==> src/rtl/vec_pkg.sv <==
// Shared types and constants for the vector recorder: word layout
// {d, clk, q}, default sizes and the recorder state encoding.
package vec_pkg;

    localparam int VEC_DW    = 4;
    localparam int VEC_W     = 2 * VEC_DW + 1;
    localparam int VEC_DEPTH = 32;

    typedef enum logic [1:0] {
        IDLE    = 2'd0,
        CAPTURE = 2'd1,
        READOUT = 2'd2
    } rec_state_t;

    // Builds one vector word in the same bit order the flip-flop bench reads.
    function automatic logic [VEC_W-1:0] pack_vec(input logic [VEC_DW-1:0] d,
                                                  input logic              clk,
                                                  input logic [VEC_DW-1:0] q);
        return {d, clk, q};
    endfunction

endpackage

==> src/rtl/vec_ram.sv <==
// Vector storage: synchronous write port, asynchronous read port.
// Contents are deliberately not reset; only the pointers are.
module vec_ram #(
    parameter int DEPTH = 32,
    parameter int W     = 9
) (
    input  logic                     clkSimulation,
    input  logic                     we,
    input  logic [$clog2(DEPTH)-1:0] waddr,
    input  logic [W-1:0]             wdata,
    input  logic [$clog2(DEPTH)-1:0] raddr,
    output logic [W-1:0]             rdata
);

    logic [W-1:0] mem [DEPTH];

    // Store one word per enabled write cycle.
    always_ff @(posedge clkSimulation) begin
        if (we) begin
            mem[waddr] <= wdata;
        end
    end

    assign rdata = mem[raddr];

endmodule

==> src/rtl/vector_recorder.sv <==
// Capture buffer for flip-flop test vectors {d, clk_in, q}: records up to
// DEPTH samples in a capture window, then plays them back over valid/ready.
//
// state   | meaning
// IDLE    | waiting for start; count of the last capture stays readable
// CAPTURE | window open, sample_en writes one word per cycle
// READOUT | stored words presented on rd_data, one per accepted transfer
module vector_recorder
    import vec_pkg::*;
#(
    parameter int DEPTH = VEC_DEPTH,
    parameter int DW    = VEC_DW
) (
    input  logic                   clkSimulation,
    input  logic                   rst,
    input  logic                   start,
    input  logic                   stop,
    input  logic                   sample_en,
    input  logic [DW-1:0]          d,
    input  logic                   clk_in,
    input  logic [DW-1:0]          q,
    output logic                   rd_valid,
    input  logic                   rd_ready,
    output logic [2*DW:0]          rd_data,
    output logic                   rd_last,
    output logic [$clog2(DEPTH):0] count,
    output logic                   busy,
    output logic                   full,
    output logic                   dropped
);

    localparam int AW = $clog2(DEPTH);
    localparam int CW = AW + 1;
    localparam int W  = 2 * DW + 1;

    rec_state_t    state, state_nx;
    logic [AW-1:0] wr_ptr, wr_ptr_nx;
    logic [AW-1:0] rd_ptr, rd_ptr_nx;
    logic [CW-1:0] count_q, count_nx;
    logic          dropped_q, dropped_nx;
    logic          we;
    logic          last_w;
    logic [W-1:0]  ram_rdata;

    vec_ram #(.DEPTH(DEPTH), .W(W)) u_ram (
        .clkSimulation (clkSimulation),
        .we            (we),
        .waddr         (wr_ptr),
        .wdata         ({d, clk_in, q}),
        .raddr         (rd_ptr),
        .rdata         (ram_rdata)
    );

    // Compared against count-1 so the final word is flagged while it is presented.
    assign last_w = (state == READOUT) && ({1'b0, rd_ptr} == (count_q - CW'(1)));

    // State, pointer, count and sticky-flag registers with synchronous active-low reset.
    always_ff @(posedge clkSimulation) begin
        if (!rst) begin
            state     <= IDLE;
            wr_ptr    <= '0;
            rd_ptr    <= '0;
            count_q   <= '0;
            dropped_q <= 1'b0;
        end else begin
            state     <= state_nx;
            wr_ptr    <= wr_ptr_nx;
            rd_ptr    <= rd_ptr_nx;
            count_q   <= count_nx;
            dropped_q <= dropped_nx;
        end
    end

    // Next-state, pointer updates and write enable.
    always_comb begin
        state_nx   = state;
        wr_ptr_nx  = wr_ptr;
        rd_ptr_nx  = rd_ptr;
        count_nx   = count_q;
        dropped_nx = dropped_q;
        we         = 1'b0;
        case (state)
            IDLE: begin
                if (start) begin
                    state_nx   = CAPTURE;
                    wr_ptr_nx  = '0;
                    rd_ptr_nx  = '0;
                    count_nx   = '0;
                    dropped_nx = 1'b0;
                end else if (sample_en) begin
                    dropped_nx = 1'b1;
                end
            end
            CAPTURE: begin
                // A restart wins over any same-cycle sample or stop.
                if (start) begin
                    wr_ptr_nx = '0;
                    rd_ptr_nx = '0;
                    count_nx  = '0;
                end else begin
                    if (sample_en) begin
                        we        = 1'b1;
                        wr_ptr_nx = wr_ptr + AW'(1);
                        count_nx  = count_q + CW'(1);
                    end
                    if (sample_en && (count_q == CW'(DEPTH - 1))) begin
                        state_nx = READOUT;
                    end else if (stop) begin
                        state_nx = (sample_en || (count_q != '0)) ? READOUT : IDLE;
                    end
                end
            end
            READOUT: begin
                if (sample_en) begin
                    dropped_nx = 1'b1;
                end
                if (rd_ready) begin
                    rd_ptr_nx = rd_ptr + AW'(1);
                    if (last_w) begin
                        state_nx = IDLE;
                    end
                end
            end
            default: state_nx = IDLE;
        endcase
    end

    assign rd_valid = (state == READOUT);
    assign rd_data  = rd_valid ? ram_rdata : '0;
    assign rd_last  = last_w;
    assign count    = count_q;
    assign busy     = (state != IDLE);
    assign full     = (count_q == CW'(DEPTH));
    assign dropped  = dropped_q;

endmodule

==> config.mk <==
export PLATFORM = sky130hd
export DESIGN_NAME = vector_recorder
export DESIGN_NICKNAME = d
export VERILOG_FILES = /design/src/rtl/vec_pkg.sv /design/src/rtl/vec_ram.sv /design/src/rtl/vector_recorder.sv
export SDC_FILE = /design/constraint.sdc
export NUM_CORES = 1
export LEC_CHECK = 0
export CAP_MARGIN = 20
export CELL_PAD_IN_SITES_DETAIL_PLACEMENT = 1
export CELL_PAD_IN_SITES_GLOBAL_PLACEMENT = 2
export CORE_ASPECT_RATIO = 1.5
export CORE_MARGIN = 1.5
export CORE_UTILIZATION = 25
export CTS_BUF_LIST = sky130_fd_sc_hd__clkbuf_8 sky130_fd_sc_hd__clkbuf_16
export CTS_CLUSTER_DIAMETER = 100
export DETAILED_ROUTE_END_ITERATION = 12
export GPL_ROUTABILITY_DRIVEN = 0
export HOLD_SLACK_MARGIN = 0.02
export PLACE_DENSITY_LB_ADDON = 0.1
export RECOVER_POWER = 25
export SLEW_MARGIN = 25
export SYNTH_ARGS = -nofsm -noshare
export SYNTH_HDL_FRONTEND = slang
export SYNTH_SLANG_ARGS = --single-unit
==> constraint.sdc <==
create_clock -name clkSimulation -period 2.8 [get_ports clkSimulation]
set_input_delay 0.7 -clock clkSimulation [delete_from_list [all_inputs] [get_ports clkSimulation]]
set_output_delay 0.7 -clock clkSimulation [all_outputs]
set_load 0.05 [all_outputs]
==> impl_metrics.ini <==
[drt]
wl_per_cell_microns = 22.9
vias_per_cell = 4.40
first_iter_violations = 371
vias = 6475
wl_microns = 33700
firstDrtPassIters = 4
drc = 0
drtAntennaViolNets = 0

[logic_synthesis]
yosys_warnings = 0
synth_nets = 665
yosys.area.top_type = edfxtp_1
seq_area_frac_synth_pct = 72.8
async_flop_share_pct = 0
ys_types = 48
synth_edf_count = 288
synth_top_area_share_pct = 69.0
ys_top_cells_by_area = edfxtp_1 (69%), mux4_2 (9.5%), mux4_1 (4.0%)
ys_ff_latch = 312
synth_area_sq_mm = 0.0125
syn_avg_cell_area_sq_um = 19.5
synth_commonest_cells = edfxtp_1 (288), nor2_1 (60), mux4_2 (53)
syn_inst = 643
synth-main-ff-cell = edfxtp_1
synth.most_common_cell = edfxtp_1

[outcome]
violations = capacitance limit, slew limit, setup timing
status = finished, violations left

[power_and_ir_drop]
leakagePower_nw = 4.95
seqPwrFrac_pct = 52.5
power.density_mw_per_mm2 = 623
p_total_mw = 9.74
p_sw_mw = 2.04
switching_share_pct = 20.9
peakVddDrop_uv = 334
power_frac_clock_pct = 43.4
p_int_mw = 7.70
comb_power_share_pct = 4.0

[worst_setup_path]
r2r_slack_ns = 0.74
path_common_cell = buf_4
path_max_fanout = 11
crit_chain = buf_12, buf_4, mux4_2, mux2i_1, buf_4, a221o_1, a31oi_2, buf_6
slowest_delay_ns = 0.41
cpMaxStageDelayCell = a221o_1
crit_required_ns = 2.10
crit_path_start_kind = flop
arrival_ns = 2.46
critical_path_buf_inv_count = 4
crit_path_end_kind = primary output
path_delay_family = buffers and inverters
path_class = reg2out

[sta]
drv_slew = 232
finalWorstSetupSlack_ns = -0.365
finalHoldViolations = 0
setup_viol = 10
skew_ns = 0.0120
rsz0062_at_grt = true
tns_ns = -3.06
slew_headroom_pct = -14.6
tightest_slew_ns = 1.72
max_freq_mhz = 316
finalCritPeriodShare_pct = 113
min_period_ns = 3.16

[clock_tree]
postCtsHoldBufs = 0
cts_buffer_depth = 3
cts_tree = built
h-tree-depth = 2
clock_sinks = 312
path_clk_slew_ns = 0.06
clock_latency_ns = 0.51
cts-root-buf = clkbuf_16
numCtsBuffers = 34

[placement]
post-dp-hpwl_microns = 22000
post_dp_cell_area_sq_mm = 0.0143
portBuffers = 34
dp_cells = 1386

[finish]
layout-drive-gt1-share_pct = 31.6
design_area_sq_mm = 0.0156
nNetsFinal = 804
final_cell_count_no_fill = 1470
areaGrowthSynthToFinish_pct = 24.8
fillerInstances = 5107
finalCoreUtilization_pct = 31.6

[floorplanning]
initial_core_util_pct = 25.3
die_h_microns = 277
coreArea_sq_mm = 0.0495
die_area_sq_mm = 0.0515
io_pins = 35
rows = 100
fp.dieW_microns = 186

[global_routing]
grt_max_degree = 39
grt_pass1_wl_microns = 49100
grt.overflow.total = 0
grt_pass1_vias = 7112
antenna_found_initial = 0
grt_usage_pct = 13.4

[flow_run]
drv_cap = 7

[hold_path]
hp-class = reg2reg
## repair_timing
action,4_1_cts,5_1_grt
gates cloned,0,2
gates resized for setup,36,13
buffers inserted,12,9
hold endpoints to repair,0,0
setup endpoints to repair,12,10
pin swaps,7,4
## worst paths after layout
check	start	endpoint	cells after the start
max reg2reg	count[1]	state[1]	8
max	flop	rd_data[7]	8
min reg2reg	count[1]	count[1]	2
min	count[1]	count[1]	2
## cells in the final DEF (no fill, tap or decap), types with 3 or more instances in the layout
cell and instances:
mux2_4 6, clkinv_1 8, nor2b_1 3, xor2_1 8, dlygate4sd3_1 7, xnor2_1 10, clkbuf_16 39, inv_1 15
nand2_2 3, clkdlybuf4s50_1 14, a31oi_2 5, buf_6 9, buf_4 79, dfxtp_1 19, a22oi_2 5, a221o_1 9
buf_12 16, nand3b_1 4, a211oi_1 4, a21oi_1 6, nor2_1 60, ha_1 6, nor3_1 3, mux4_2 61
nand4_1 3, clkbuf_1 7, nand3_1 9, mux2i_2 5, mux2i_1 16, edfxtp_1 288, dfxtp_4 3, nand2_1 21
clkinv_2 5, mux4_1 11
## worst reg2reg max path, stage by stage (launching register included)
cell and delay, ns:
dfxtp_2 0.35, buf_6 0.10, buf_4 0.12, ha_1 0.16, nand3_1 0.12, or4_1 0.56
a2111oi_1 0.37, nand2_1 0.10, o311ai_1 0.09
## through the flow
| stage | setup slack (ns) | hold WS, ns |
|---|---|---|
| 2_1_floorplan | 0.0173 | 0.489 |
| 3_3_place_gp | 0.0627 | 0.470 |
| 3_5_place_dp | 0.0619 | 0.469 |
| 4_1_cts | -0.459 | 0.477 |
| 5_1_grt | -0.458 | 0.506 |
| 6_report | -0.365 | 0.474 |
## state kept, by name, summed over array words and instances (netlist names), named ones only
register,flops
u_ram.mem,288
count,6
wr_ptr,5
state,2
dropped,1
rd_ptr,5
## cells by family after synthesis
| family | count (synthesis) | synth area share (%) |
|---|---|---|
| AO/OA/AOI/OAI | 44 | 2.76 |
| adder cells (fa/ha/maj) | 7 | 0.699 |
| XOR/XNOR | 18 | 1.26 |
| flip-flops | 312 | 72.8 |
| buffers and inverters | 42 | 2.33 |
| AND/OR/NAND/NOR | 120 | 4.30 |
| multiplexers | 100 | 15.8 |
## power groups by stage
stage               clock, mW  sequential [mW]  combinational (mW)
global placement            0             5.21               0.388
finish                   4.23             5.11               0.393
floorplan                   0             5.21               0.168
global route             4.53             5.11               0.425
detailed placement          0             5.21               0.395
CTS                      4.38             5.11               0.410
## area by class of cell
| class | instances | area, sq um | share of cell area (%) |
|---|---|---|---|
| flip-flops and latches | 312 | 9140 | 58.5 |
| multi-input cells | 289 | 3240 | 20.7 |
| repair buffers | 136 | 1340 | 8.55 |
| clock buffers | 37 | 926 | 5.92 |
| well taps | 663 | 830 | 5.31 |
| clock inverters | 23 | 124 | 0.792 |
| inverters | 9 | 33.8 | 0.216 |
| diodes | 1 | 2.50 | 0.0160 |
## per-layer routing
| layer | track usage, % | vias to the layer above | share of wire [%] |
|---|---|---|---|
| met3 | 1.72 | 49 | 2.8 |
| li1 | - | 2882 | - |
| met4 | 4.09 | 0 | 2.3 |
| met5 | 0 | - | 0 |
| met1 | 15.5 | 3422 | 39 |
| met2 | 25.0 | 122 | 56 |
Power figures use the tool's default switching activity.
